$ cat src/rtl/uart_instr_sender_pkg.sv
// Shared definitions for the UART loader blocks: sender state encoding,
// the acknowledge byte value and a small width helper for bit-period counters.
package uart_instr_sender_pkg;

  // Sender FSM states
  typedef enum logic [2:0] {
    S_IDLE     = 3'd0,
    S_READ     = 3'd1,
    S_LOAD     = 3'd2,
    S_SEND     = 3'd3,
    S_NEXT     = 3'd4,
    S_DRAIN    = 3'd5,
    S_WAIT_ACK = 3'd6,
    S_FIN      = 3'd7
  } state_t;

  // Byte the far end returns to accept a burst
  localparam logic [7:0] ACK_BYTE = 8'hFF;

  // Width of a counter that must hold values 0..n-1 (never zero bits wide)
  function automatic int cnt_w(input int n);
    return (n > 1) ? $clog2(n) : 1;
  endfunction

endpackage

$ cat src/rtl/uart_instr_sender_uart.sv
// 8N1 UART transmitter and receiver used by the loader blocks.
// Handshake: uart_tx accepts a byte on any cycle where tx_start=1 and tx_rdy=1;
// tx_rdy drops in the very next cycle and rises again once the stop bit has
// been on the line for a full bit period. uart_rx emits rx_valid for exactly
// one cycle with rx_data when a frame with a valid stop bit has been received.

module uart_tx
  import uart_instr_sender_pkg::*;
#(
  parameter int BPS = 217
) (
  input  logic       clk,
  input  logic       rst,
  input  logic       tx_start,
  input  logic [7:0] tx_data,
  output logic       tx,
  output logic       tx_rdy
);

  localparam int            BW        = cnt_w(BPS);
  localparam logic [BW-1:0] BAUD_LAST = BW'(BPS - 1);

  logic          active;
  logic [9:0]    frame;
  logic [3:0]    bit_cnt;
  logic [BW-1:0] baud_cnt;

  // Shift out start bit, 8 data bits LSB first, stop bit; frame refills with 1s
  always_ff @(posedge clk or posedge rst) begin
    if (rst) begin
      active   <= 1'b0;
      frame    <= '1;
      bit_cnt  <= '0;
      baud_cnt <= '0;
    end else if (!active) begin
      if (tx_start) begin
        active   <= 1'b1;
        frame    <= {1'b1, tx_data, 1'b0};
        bit_cnt  <= '0;
        baud_cnt <= '0;
      end
    end else if (baud_cnt == BAUD_LAST) begin
      baud_cnt <= '0;
      frame    <= {1'b1, frame[9:1]};
      if (bit_cnt == 4'd9) begin
        active <= 1'b0;
      end else begin
        bit_cnt <= bit_cnt + 4'd1;
      end
    end else begin
      baud_cnt <= baud_cnt + BW'(1);
    end
  end

  assign tx     = frame[0];
  assign tx_rdy = ~active;

endmodule

module uart_rx
  import uart_instr_sender_pkg::*;
#(
  parameter int BPS = 217
) (
  input  logic       clk,
  input  logic       rst,
  input  logic       rx,
  output logic       rx_valid,
  output logic [7:0] rx_data
);

  localparam int            BW        = cnt_w(BPS);
  localparam logic [BW-1:0] BAUD_LAST = BW'(BPS - 1);
  localparam logic [BW-1:0] BAUD_HALF = BW'(BPS / 2 - 1);

  logic          rx_s1;
  logic          rx_s2;
  logic          rxing;
  logic [3:0]    bit_cnt;
  logic [BW-1:0] baud_cnt;
  logic [7:0]    shreg;

  // Two-flop synchroniser for the asynchronous serial input
  always_ff @(posedge clk or posedge rst) begin
    if (rst) begin
      rx_s1 <= 1'b1;
      rx_s2 <= 1'b1;
    end else begin
      rx_s1 <= rx;
      rx_s2 <= rx_s1;
    end
  end

  // Find start bit, sample mid-bit, deliver the byte if the stop bit is high
  always_ff @(posedge clk or posedge rst) begin
    if (rst) begin
      rxing    <= 1'b0;
      bit_cnt  <= '0;
      baud_cnt <= '0;
      shreg    <= '0;
      rx_valid <= 1'b0;
      rx_data  <= '0;
    end else begin
      rx_valid <= 1'b0;
      if (!rxing) begin
        if (!rx_s2) begin
          rxing    <= 1'b1;
          bit_cnt  <= '0;
          baud_cnt <= '0;
        end
      end else if (baud_cnt == ((bit_cnt == 4'd0) ? BAUD_HALF : BAUD_LAST)) begin
        baud_cnt <= '0;
        if (bit_cnt == 4'd0) begin
          // a start bit that is high again at mid-bit was a glitch
          if (rx_s2) begin
            rxing <= 1'b0;
          end else begin
            bit_cnt <= 4'd1;
          end
        end else if (bit_cnt <= 4'd8) begin
          shreg   <= {rx_s2, shreg[7:1]};
          bit_cnt <= bit_cnt + 4'd1;
        end else begin
          rxing <= 1'b0;
          if (rx_s2) begin
            rx_valid <= 1'b1;
            rx_data  <= shreg;
          end
        end
      end else begin
        baud_cnt <= baud_cnt + BW'(1);
      end
    end
  end

endmodule

$ cat src/rtl/uart_instr_sender.sv
// uart_instr_sender: reads a burst of 32-bit words from a word RAM, sends each
// word over UART most-significant byte first, then waits for a one-byte
// acknowledge on rx (ACK_BYTE = accepted, anything else = rejected, silence =
// timeout). A start is registered for one cycle before it is acted on, so busy
// is high in the cycle after an accepted start and done follows in the FIN
// cycle, when busy is already low.
module uart_instr_sender
  import uart_instr_sender_pkg::*;
#(
  parameter int BPS    = 217,
  parameter int ADDR_W = 10,
  parameter int ACK_TO = BPS * 400
) (
  input  logic              clk,
  input  logic              rst,
  input  logic              start,
  input  logic [ADDR_W:0]   num_words,
  input  logic [ADDR_W-1:0] base_addr,
  output logic              rd_en,
  output logic [ADDR_W-1:0] rd_addr,
  input  logic [31:0]       rd_data,
  output logic              tx,
  input  logic              rx,
  output logic              busy,
  output logic              done,
  output logic              ack_ok,
  output logic              err_nack,
  output logic              err_timeout,
  output state_t            dbg_state
);

  localparam logic [31:0]   ACK_LAST = 32'(ACK_TO - 1);
  localparam logic [ADDR_W:0] ONE_W  = (ADDR_W + 1)'(1);

  state_t              state;
  state_t              next_state;

  logic                uart_rst;
  logic                tx_start;
  logic                tx_rdy;
  logic                rx_valid;
  logic [7:0]          rx_data;

  logic                pend;
  logic [ADDR_W:0]     nw_q;
  logic [ADDR_W-1:0]   base_q;
  logic [ADDR_W:0]     word_idx;
  logic [ADDR_W:0]     word_idx_inc;
  logic [31:0]         shreg;
  logic [1:0]          byte_cnt;
  logic                strobe_q;
  logic [31:0]         ack_cnt;

  logic                accept;
  logic                fourth_strobe;
  logic                got_byte;
  logic                timed_out;

  assign uart_rst      = ~rst;
  assign word_idx_inc  = word_idx + ONE_W;
  assign accept        = (state == S_IDLE) && !pend && start;
  assign fourth_strobe = tx_start && (byte_cnt == 2'd3);
  assign got_byte      = (state == S_WAIT_ACK) && rx_valid;
  assign timed_out     = (state == S_WAIT_ACK) && (ack_cnt == ACK_LAST);
  assign dbg_state     = state;

  uart_tx #(.BPS(BPS)) u_tx (
    .clk      (clk),
    .rst      (uart_rst),
    .tx_start (tx_start),
    .tx_data  (shreg[31:24]),
    .tx       (tx),
    .tx_rdy   (tx_rdy)
  );

  uart_rx #(.BPS(BPS)) u_rx (
    .clk      (clk),
    .rst      (uart_rst),
    .rx       (rx),
    .rx_valid (rx_valid),
    .rx_data  (rx_data)
  );

  // State register
  always_ff @(posedge clk or negedge rst) begin
    if (!rst) begin
      state <= S_IDLE;
    end else begin
      state <= next_state;
    end
  end

  // Next-state logic
  always_comb begin
    next_state = state;
    unique case (state)
      S_IDLE: begin
        if (pend) begin
          next_state = (nw_q == '0) ? S_FIN : S_READ;
        end
      end
      S_READ:  next_state = S_LOAD;
      S_LOAD:  next_state = S_SEND;
      S_SEND: begin
        if (fourth_strobe) begin
          next_state = S_NEXT;
        end
      end
      S_NEXT: begin
        next_state = (word_idx_inc == nw_q) ? S_DRAIN : S_READ;
      end
      S_DRAIN: begin
        if (tx_rdy) begin
          next_state = S_WAIT_ACK;
        end
      end
      S_WAIT_ACK: begin
        if (got_byte || timed_out) begin
          next_state = S_FIN;
        end
      end
      S_FIN:   next_state = S_IDLE;
      default: next_state = S_IDLE;
    endcase
  end

  // FSM outputs: RAM strobe/address, byte strobe, busy and done
  always_comb begin
    rd_en    = 1'b0;
    rd_addr  = '0;
    tx_start = 1'b0;
    done     = 1'b0;
    busy     = pend;
    unique case (state)
      S_IDLE: ;
      S_READ: begin
        rd_en   = 1'b1;
        rd_addr = base_q + word_idx[ADDR_W-1:0];
        busy    = 1'b1;
      end
      S_SEND: begin
        // never strobe on back-to-back cycles, even if ready is still high
        tx_start = tx_rdy && !strobe_q;
        busy     = 1'b1;
      end
      S_FIN:   done = 1'b1;
      default: busy = 1'b1;
    endcase
  end

  // Burst bookkeeping, byte serialiser, acknowledge timer and status flags
  always_ff @(posedge clk or negedge rst) begin
    if (!rst) begin
      pend        <= 1'b0;
      nw_q        <= '0;
      base_q      <= '0;
      word_idx    <= '0;
      shreg       <= '0;
      byte_cnt    <= '0;
      strobe_q    <= 1'b0;
      ack_cnt     <= '0;
      ack_ok      <= 1'b0;
      err_nack    <= 1'b0;
      err_timeout <= 1'b0;
    end else begin
      strobe_q <= tx_start;

      if (accept) begin
        pend        <= 1'b1;
        nw_q        <= num_words;
        base_q      <= base_addr;
        ack_ok      <= 1'b0;
        err_nack    <= 1'b0;
        err_timeout <= 1'b0;
      end

      if ((state == S_IDLE) && pend) begin
        pend     <= 1'b0;
        word_idx <= '0;
        // an empty burst is trivially acknowledged
        if (nw_q == '0) begin
          ack_ok <= 1'b1;
        end
      end

      if (state == S_LOAD) begin
        shreg    <= rd_data;
        byte_cnt <= '0;
      end

      if (tx_start) begin
        shreg    <= {shreg[23:0], 8'h00};
        byte_cnt <= byte_cnt + 2'd1;
      end

      if (state == S_NEXT) begin
        word_idx <= word_idx_inc;
      end

      if (state == S_DRAIN) begin
        ack_cnt <= '0;
      end else if ((state == S_WAIT_ACK) && (ack_cnt != ACK_LAST)) begin
        ack_cnt <= ack_cnt + 32'd1;
      end

      // a byte arriving in the timeout cycle takes precedence
      if (got_byte) begin
        if (rx_data == ACK_BYTE) begin
          ack_ok <= 1'b1;
        end else begin
          err_nack <= 1'b1;
        end
      end else if (timed_out) begin
        err_timeout <= 1'b1;
      end
    end
  end

endmodule

$ cat config.mk
export PLATFORM = sky130hd
export DESIGN_NAME = uart_instr_sender
export DESIGN_NICKNAME = d
export VERILOG_FILES = /design/src/rtl/uart_instr_sender_pkg.sv /design/src/rtl/uart_instr_sender_uart.sv /design/src/rtl/uart_instr_sender.sv
export SDC_FILE = /design/constraint.sdc
export NUM_CORES = 1
export LEC_CHECK = 0
export BUFFER_PORTS_ARGS = -buffer_cell sky130_fd_sc_hd__buf_4
export CELL_PAD_IN_SITES_DETAIL_PLACEMENT = 0
export CELL_PAD_IN_SITES_GLOBAL_PLACEMENT = 1
export CORE_MARGIN = 8
export CORE_UTILIZATION = 40
export CTS_BUF_LIST = sky130_fd_sc_hd__clkbuf_8
export DETAILED_ROUTE_END_ITERATION = 7
export GPL_ROUTABILITY_DRIVEN = 0
export GPL_TIMING_DRIVEN = 0
export PLACE_DENSITY = 0.8
export SLEW_MARGIN = 15
export SYNTH_ARGS = -nofsm -noshare
export SYNTH_HDL_FRONTEND = slang
export SYNTH_SLANG_ARGS = --single-unit
$ cat constraint.sdc
create_clock -name clk -period 2.3 [get_ports clk]
set_clock_uncertainty 0.1 [all_clocks]
set_input_delay 0.46 -clock clk [delete_from_list [all_inputs] [get_ports clk]]
set_output_delay 0.46 -clock clk [all_outputs]
set_load 0.005 [all_outputs]
==> qor.yml, run 1 <==
cells_and_area:
  final_common_cell: "dfrtp_1"
  design_area_mm2: 0.0102
  post-route-util: 0.509
  nNetsFinal: 1038
  drive_above_1_share: 0.284
  final_cell_mix: "dfrtp_1 (143), nand2_1 (116), buf_4 (111)"
  nFillCells: 1845
  area_growth_syn_to_layout_pct: 25.4
  n_antenna_cell: 0
synthesis:
  syn_avg_cell_area_um2: 9.87
  ys_async_sr_fraction: 1.00
  ys_warn_count: 0
  synthDistinctLibCells: 66
  postSynthCellCount: 827
  synth_ff_type: "dfrtp_1"
  syn_area_mm2: 0.00817
  ys_ff_latch: 160
  synth.net_count: 904
  synth_edf_count: 0
  yosysSeqAreaShare: 0.492
power_and_ir_drop:
  total_power_uw: 9590
  powerDensity_mw_per_mm2: 937
  ir_worst_vdd_mv: 0.368
  p_leak_uw: 0.00472
timing:
  fin_ws_ps: -737
  drv_slew: 0
  setup-violations-final: 11
  post-route-period-util: 1.32
  relSlewSlack: 0.540
  period_needed_ps: 3040
  rsz0062_at_grt: "yes"
  finalSetupTns_ps: -4120
  tightest_slew_ps: 690
  max_clock_freq_mhz: 329
  hold_violations: 0
worst_setup_path:
  cp_cell_sequence: "ha_4 -> fa_2 -> a21o_1 -> a21oi_2 -> o21ai_2 -> o41ai_2 -> xor2_1 -> nor2_1 -> buf_4"
  r2r_cells: 8
  critPathCaptureType: "output port"
  critPathRequiredTime_ps: 1740
  cp_top_family: "compound AO/OA/AOI/OAI gates"
  reg2reg_setup_slack_ps: 0
  crit_buf_inv: 1
  cp.arrival_ps: 2480
  crit_slowest_cell: "dfrtp_2"
  worst-path-stages: 9
  worstSetupPathType: "reg -> out"
  cp_max_fo: 2
  slowest_delay_ps: 440
  cp-start-kind: "flip-flop"
global_route:
  grt_pass1_vias: 6638
  antenna_found_initial: 0
  grt_max_degree: 91
  grt_use_total: 0.155
  grt_pass1_wl_um: 33000
  overflow: 0
run_status:
  outcome: "complete, but fails checks"
  violations: "setup timing"
detailed_routing:
  detail-route-antenna-nets: 0
  wl_per_cell_um: 15.7
  viasPerCell: 5.24
  drt_iter0_drc: 419
  via_count: 6519
  drcViolationCount: 0
  finalWirelength_um: 19500
  dr.pass1.iters: 4
floorplan:
  dieHeight_um: 159
  dieWidth_um: 159
  initial_core_util: 0.406
  fp.coreArea_mm2: 0.0201
  ioPinCount: 77
  dieArea_mm2: 0.0252
  fp-row-count: 52
min_path:
  min_path_cells: 3
  hp-class: "in -> reg"
place:
  portBuffers: 76
  post-place-ws_ps: -445
  place_hpwl_um: 13400
  postPlaceCellArea_mm2: 0.00913
cts:
  cts_root_buf: "clkbuf_8"
  path_clk_slew_ps: 90
  clock_sinks: 160
  cts_buffers: 17
  worstSkewPairLatency_ps: 450
  cts_max_path_buffers: 2
  tritoncts: "yes"
  h-tree-depth: 4
run:
  cap_violations: 0
-- kinds of logic (layout without fill, tap and decap cells) --
group / Yosys count / in the layout / synth area share
xor gates and xnor gates: 50 / 50 / 0.0536
DFF: 160 / 160 / 0.492
adders and majority gates: 20 / 20 / 0.0316
muxes: 48 / 48 / 0.0687
buffers and inverters: 61 / 207 / 0.0288
AOI/OAI and AO/OA: 167 / 167 / 0.133
and+or+nand+nor: 321 / 322 / 0.192
-- flip-flops by register name, summed over array words and instances, names as in the netlist, 2 cells and up --
signal	count
word_idx	11
u_tx.baud_cnt	8
base_q	10
byte_cnt	2
u_rx.bit_cnt	4
u_rx.shreg	8
shreg	32
u_rx.rx_data	8
ack_cnt	32
u_rx.baud_cnt	8
u_tx.bit_cnt	4
dbg_state	3
u_tx.frame	9
nw_q	11
-- report_power, final --
part | switching [uW] | leakage, uW | internal [uW] | total, uW
Sequential | 601 | 0.00205 | 3570 | 4170
Combinational | 1580 | 0.00242 | 1400 | 2980
Clock | 1020 | 0.000246 | 1410 | 2440
Total | 3210 | 0.00472 | 6380 | 9590
-- repair_timing --
item | 4_1_cts | 5_1_grt
hold endpoints to repair | 86 | 0
setup buffers | 21 | 18
pin swaps | 19 | 22
endpoints found under the setup margin | 113 | 129
hold buffers | 2 | 0
resized for setup | 46 | 49
gates cloned | 1 | 0
-- final timing paths --
check | start | endpoint
setup / recovery | word_idx[0] | rd_addr[8]
hold / removal | rd_data[29] | shreg[29]
setup reg to reg | u_rx.bit_cnt[1] | u_rx.rx_data[2]
hold reg to reg | u_rx.rx_s1 | u_rx.rx_s2
max in group asynchronous | rst | u_tx.frame[8]
min in group asynchronous | rst | ack_cnt[16]
-- layer usage --
layer	wire [um]	track usage
met2	9880	0.257
met3	429	0.0305
met4	194	0.0476
met5	0	0
met1	9030	0.202
-- worst min-delay path: cells and delay by family --
kind,cells,cell delay [ps]
buf+inv,1,80
simple gates,1,50
compound gates,1,50
-- final cells by class --
class,count,area (um2),share of cell area
Sequential cell,160,4030,0.393
Timing Repair Buffer,117,930,0.0908
Multi-Input combinational cell,607,4230,0.413
Buffer,32,148,0.0144
Tap cell,270,338,0.0330
Inverter,26,97.6,0.00953
Clock buffer,18,248,0.0242
Clock inverter,14,223,0.0217
-- stage by stage --
| stage | instances | hold slack [ps] |
|---|---|---|
| after floorplan | 827 | 64.4 |
| after global routing | 1244 | 107 |
| after global placement | 1173 | 247 |
| final | 1244 | 127 |
| after detailed placement | 1174 | 247 |
| after CTS | 1229 | 101 |
-- synth_stat cells (all sizes together) (2+ instances only) --
master	count	share of area
a2111oi	2	0.0021
a211oi	3	0.0028
a21boi	4	0.0037
a21o	5	0.0046
a21oi	40	0.025
a22o	5	0.0054
a22oi	27	0.025
a31oi	6	0.0046
and2	4	0.0031
and3	10	0.0077
buf	6	0.0035
clkbuf	29	0.013
dfrtp	149	0.46
dfstp	11	0.035
ha	19	0.029
inv	26	0.012
mux2	40	0.059
mux2i	8	0.0098
nand2	118	0.055
nand2b	9	0.0069
nand3	23	0.016
nand4	22	0.018
nand4b	3	0.0032
nor2	73	0.036
nor2b	6	0.0046
nor3	20	0.013
nor3b	3	0.0028
nor4	17	0.016
o2111ai	4	0.0064
o211ai	2	0.0018
o21ai	47	0.029
o221ai	2	0.0021
o22ai	2	0.0015
o31ai	6	0.0072
o41ai	3	0.0032
or3	6	0.0046
xnor2	29	0.031
xor2	21	0.023
Power figures use the tool's default switching activity.
==> run 2, diff against run 1 <==
Settings changed: PLACE_DENSITY 0.8 to default, PLACE_DENSITY_LB_ADDON from default to 0.1.
==> qor.yml, run 2 (synthesis gave the netlist of run 1 again) <==
cells_and_area:
  design_area_mm2: 0.0101
  area_growth_syn_to_layout_pct: 23.2
  drive_above_1_share: 0.270
  multi_input_area_mm2: 0.00424
  final_common_cell: "dfrtp_1"
  top_regs: "ack_cnt: 32 flops, shreg: 32 flops"
  final_cell_mix: "dfrtp_1 (141), nand2_1 (116), buf_4 (99)"
  n_antenna_cell: 0
  nNetsFinal: 1026
  final_cells: 1232
  regArea_mm2: 0.00403
  nFillCells: 1862
global_route:
  grt_use_total: 0.158
  antenna_found_initial: 0
  grt_pass1_wl_um: 33300
  grt_max_degree: 99
  overflow: 0
  grt_pass1_vias: 6561
worst_setup_path:
  crit_slowest_cell: "dfrtp_2"
  crit_buf_inv: 1
  critPathCaptureType: "output port"
  cp.arrival_ps: 2450
  cp-start-kind: "flip-flop"
  critPathRequiredTime_ps: 1740
  cp_top_family: "compound AO/OA/AOI/OAI gates"
  cp_cell_sequence: "ha_4 -> fa_2 -> a21o_1 -> a21oi_2 -> o21ai_2 -> o41ai_2 -> xor2_1 -> nor2_1 -> buf_4"
  worstSetupPathType: "reg -> out"
  cp_max_fo: 2
  slowest_delay_ps: 440
detailed_routing:
  wl_per_cell_um: 16.2
  dr.pass1.iters: 4
  detail-route-antenna-nets: 0
  drcViolationCount: 0
  via_count: 6518
  finalWirelength_um: 19900
  viasPerCell: 5.29
  drt_iter0_drc: 360
timing:
  fin_ws_ps: -706
  max_clock_freq_mhz: 333
  setup-violations-final: 21
  post-route-period-util: 1.31
  period_needed_ps: 3010
  relSlewSlack: 0.412
  rsz0062_at_grt: "yes"
  hold_violations: 0
  tightest_slew_ps: 881
  drv_slew: 0
floorplan:
  initial_core_util: 0.406
  dieWidth_um: 159
  dieArea_mm2: 0.0252
  ioPinCount: 77
  fp-row-count: 52
  dieHeight_um: 159
  fp.coreArea_mm2: 0.0201
power_and_ir_drop:
  p_clk_frac: 0.213
  p_switching_uw: 3350
  power_frac_seq: 0.456
  internal_power_uw: 5880
  p_leak_uw: 0.00457
  powerDensity_mw_per_mm2: 917
  p_sw_frac: 0.363
  total_power_uw: 9230
  combPwrFrac: 0.331
  ir_worst_vdd_mv: 0.365
cts:
  path_clk_slew_ps: 90
  cts_buffers: 17
  cts_max_path_buffers: 2
  worstSkewPairLatency_ps: 450
  h-tree-depth: 4
  tritoncts: "yes"
  clock_sinks: 160
  cts_root_buf: "clkbuf_8"
run:
  cap_violations: 0
run_status:
  outcome: "complete, but fails checks"
  violations: "setup timing"
place:
  place_hpwl_um: 13900
  portBuffers: 76
  post-place-ws_ps: -441
  placedCellCount: 1174
  postPlaceCellArea_mm2: 0.00913
min_path:
  hp-class: "in -> reg"
-- run 2: path summary, 6_finish.rpt --
kind | slack [ps] | endpoint | cells after the start | startpoint
max in group asynchronous | 780 | dbg_state[0] | 3 | rst
worst max-delay path | -710 | rd_addr[8] | 9 | word_idx[0]
worst min register to register | 260 | u_rx.rx_s2 | 0 | u_rx.rx_s1
worst max register to register | -30 | u_rx.rx_data[5] | 8 | u_rx.bit_cnt[0]
worst min-delay path | 120 | shreg[30] | 3 | rd_data[30]
min in group asynchronous | 430 | base_q[6] | 2 | rst
-- run 2: cell type report --
cell class,count,area share
buffer,32,0.0145
timing repair buffer,105,0.0834
inverter,26,0.00970
sequential,160,0.400
clock inverter,15,0.0137
multi-input combinational,607,0.422
tap,270,0.0336
clock buffer,17,0.0233
-- run 2: metrics by stage --
stage | hold WS, ps | setup TNS, ps | util
3_5_place_dp | 248 | -15470 | 0.454
3_3_place_gp | 246 | -45520 | 0.453
6_report | 122 | -3960 | 0.500
5_1_grt | 81.9 | -6410 | 0.500
4_1_cts | 91.7 | -4050 | 0.489
2_1_floorplan | 64.4 | -139 | -
-- run 2: layer usage --
layer,vias up,wire length [um],GRT usage
met1,3223,9310,0.207
met4,0,214,0.0386
li1,3195,-,-
met2,89,9840,0.263
met5,-,0,0
met3,11,543,0.0328
-- run 2: worst register-to-register path: stages, from the launching register on --
cell,delay [ps]
dfrtp_1,400
inv_2,90
ha_4,140
or3b_4,400
nor3_4,160
o2111ai_4,220
nor2_8,210
nand3_4,150
mux2_4,350
-- run 2: repair_timing --
action / in CTS / in global routing
pin swaps: 13 / 25
hold endpoints to repair: 54 / 0
setup endpoints to repair: 124 / 120
cloned: 1 / 0
gates resized for setup: 47 / 41
buffers inserted: 15 / 12
hold buffers: 2 / 0
-- run 2: power by group through the flow --
stage	logic, uW	clock network (uW)	registers [uW]
6_report	3060	1970	4210
5_1_grt	3470	2160	4320
4_1_cts	2940	2040	4180
3_5_place_dp	2670	0	4230
3_3_place_gp	2600	0	4200
2_1_floorplan	1900	0	4020
==> run 3, diff against run 2 <==
Settings changed: CORE_MARGIN 8 to 2, CORE_UTILIZATION 40 to 44.
==> qor.yml, run 3 (synthesis gave the netlist of run 1 again) <==
timing:
  fin_ws_ps: -664
  max_clock_freq_mhz: 337
  hold_violations: 0
  whs_ps: 135
  post-route-period-util: 1.29
  rsz0062_at_grt: "yes"
  period_needed_ps: 2960
  tightest_slew_ps: 800
  relSlewSlack: 0.467
  drv_slew: 0
  setup-violations-final: 11
global_route:
  overflow: 0
  grt_use_total: 0.203
  grt_max_degree: 102
  antenna_found_initial: 0
  grt_pass1_wl_um: 32500
  grt_pass1_vias: 6578
detailed_routing:
  dr.pass1.iters: 5
  drt_iter0_drc: 478
  detail-route-antenna-nets: 0
  viasPerCell: 5.53
  drcViolationCount: 0
  finalWirelength_um: 19700
  wl_per_cell_um: 16.5
  via_count: 6624
worst_setup_path:
  worstReg2RegStart: "u_rx.bit_cnt[0]"
  critPathCaptureType: "output port"
  critPathRequiredTime_ps: 1740
  cp-endpoint: "rd_addr[8]"
  cp.arrival_ps: 2400
  reg2reg_setup_slack_ps: 0
  worstSetupPathType: "reg -> out"
  cp_max_fo: 2
  startpoint: "word_idx[0]"
  cp-start-kind: "flip-flop"
  r2r_cells: 8
  r2r_end: "u_rx.rx_data[2]"
place:
  place_hpwl_um: 13500
  postPlaceCellArea_mm2: 0.00908
  portBuffers: 76
run_status:
  violations: "setup timing"
  outcome: "complete, but fails checks"
floorplan:
  dieArea_mm2: 0.0197
  initial_core_util: 0.451
  fp-row-count: 49
  fp.coreArea_mm2: 0.0181
  dieWidth_um: 140
  dieHeight_um: 140
  ioPinCount: 77
power_and_ir_drop:
  ir_worst_vdd_mv: 0.375
  powerDensity_mw_per_mm2: 933
  p_leak_uw: 0.00465
  total_power_uw: 9450
cts:
  tritoncts: "yes"
  clock_sinks: 160
  cts_root_buf: "clkbuf_8"
  cts_buffers: 17
  cts_max_path_buffers: 2
  path_clk_slew_ps: 90
  h-tree-depth: 4
  worstSkewPairLatency_ps: 440
cells_and_area:
  design_area_mm2: 0.0101
  area_growth_syn_to_layout_pct: 24.0
  drive_above_1_share: 0.275
  top_regs: "ack_cnt: 32 flops, shreg: 32 flops"
  nNetsFinal: 1032
  final_cell_mix: "dfrtp_1 (142), nand2_1 (116), buf_4 (108)"
  n_antenna_cell: 0
  final_common_cell: "dfrtp_1"
  post-route-util: 0.560
min_path:
  hp-class: "in -> reg"
run:
  cap_violations: 0
==> run 3: worst min path at each step <==
stage                  from         end  slack, ps  cells past startpoint
2_1_floorplan           rst  ack_cnt[0]         60                      0
3_3_place_gp     u_rx.rx_s1  u_rx.rx_s2        250                      0
3_5_place_dp     u_rx.rx_s1  u_rx.rx_s2        250                      0
4_1_cts         rd_data[14]   shreg[14]        100                      3
5_1_grt        base_addr[5]   base_q[5]        110                      2
6_report        rd_data[14]   shreg[14]        130                      3
==> run 3: repair_timing <==
action | 4_1_cts | 5_1_grt
buffers inserted | 18 | 14
resized for setup | 51 | 41
gates cloned | 1 | 0
hold buffers | 2 | 0
setup endpoints to repair | 119 | 121
endpoints found under the hold margin | 84 | 0
pin swaps | 13 | 21
==> run 3: critical path, stage by stage, from the launching register on <==
cell and delay (ps):
dfrtp_2 440, ha_4 170, fa_2 340, a21o_1 180, a21oi_2 160, o21ai_2 90
o41ai_2 230, xor2_1 170, nor2_1 50, buf_4 130
==> run 3: per-layer routing <==
layer	GRT usage	up-vias	wire length, um
met5	0	-	0
met4	0.0548	0	221
met3	0.0444	20	667
met2	0.333	117	9830
met1	0.275	3291	8980
li1	-	3196	-
==> run 3: final cells by class <==
class,count,area [um2]
flip-flops and latches,160,4030
fillers,1624,7960
clock inverters,14,176
multi-input cells,607,4250
plain buffers,32,150
inverters,26,97.6
repair buffers,111,890
clock buffers,18,248
well taps,229,287
==> run 3: stage by stage <==
step	setup WS [ps]	instances	TNS, ps
2_1_floorplan	-139	827	-139
3_3_place_gp	-428	1132	-35380
3_5_place_dp	-418	1133	-14570
4_1_cts	-697	1186	-3470
5_1_grt	-782	1197	-5980
6_report	-664	1197	-3650
==> run 3: power breakdown <==
part	total, uW	switching (uW)	leakage (uW)	internal, uW
combinational	3040	1620	0.00238	1420
sequential	4190	615	0.00205	3570
clock	2220	1030	0.000220	1200
total	9450	3260	0.00465	6190
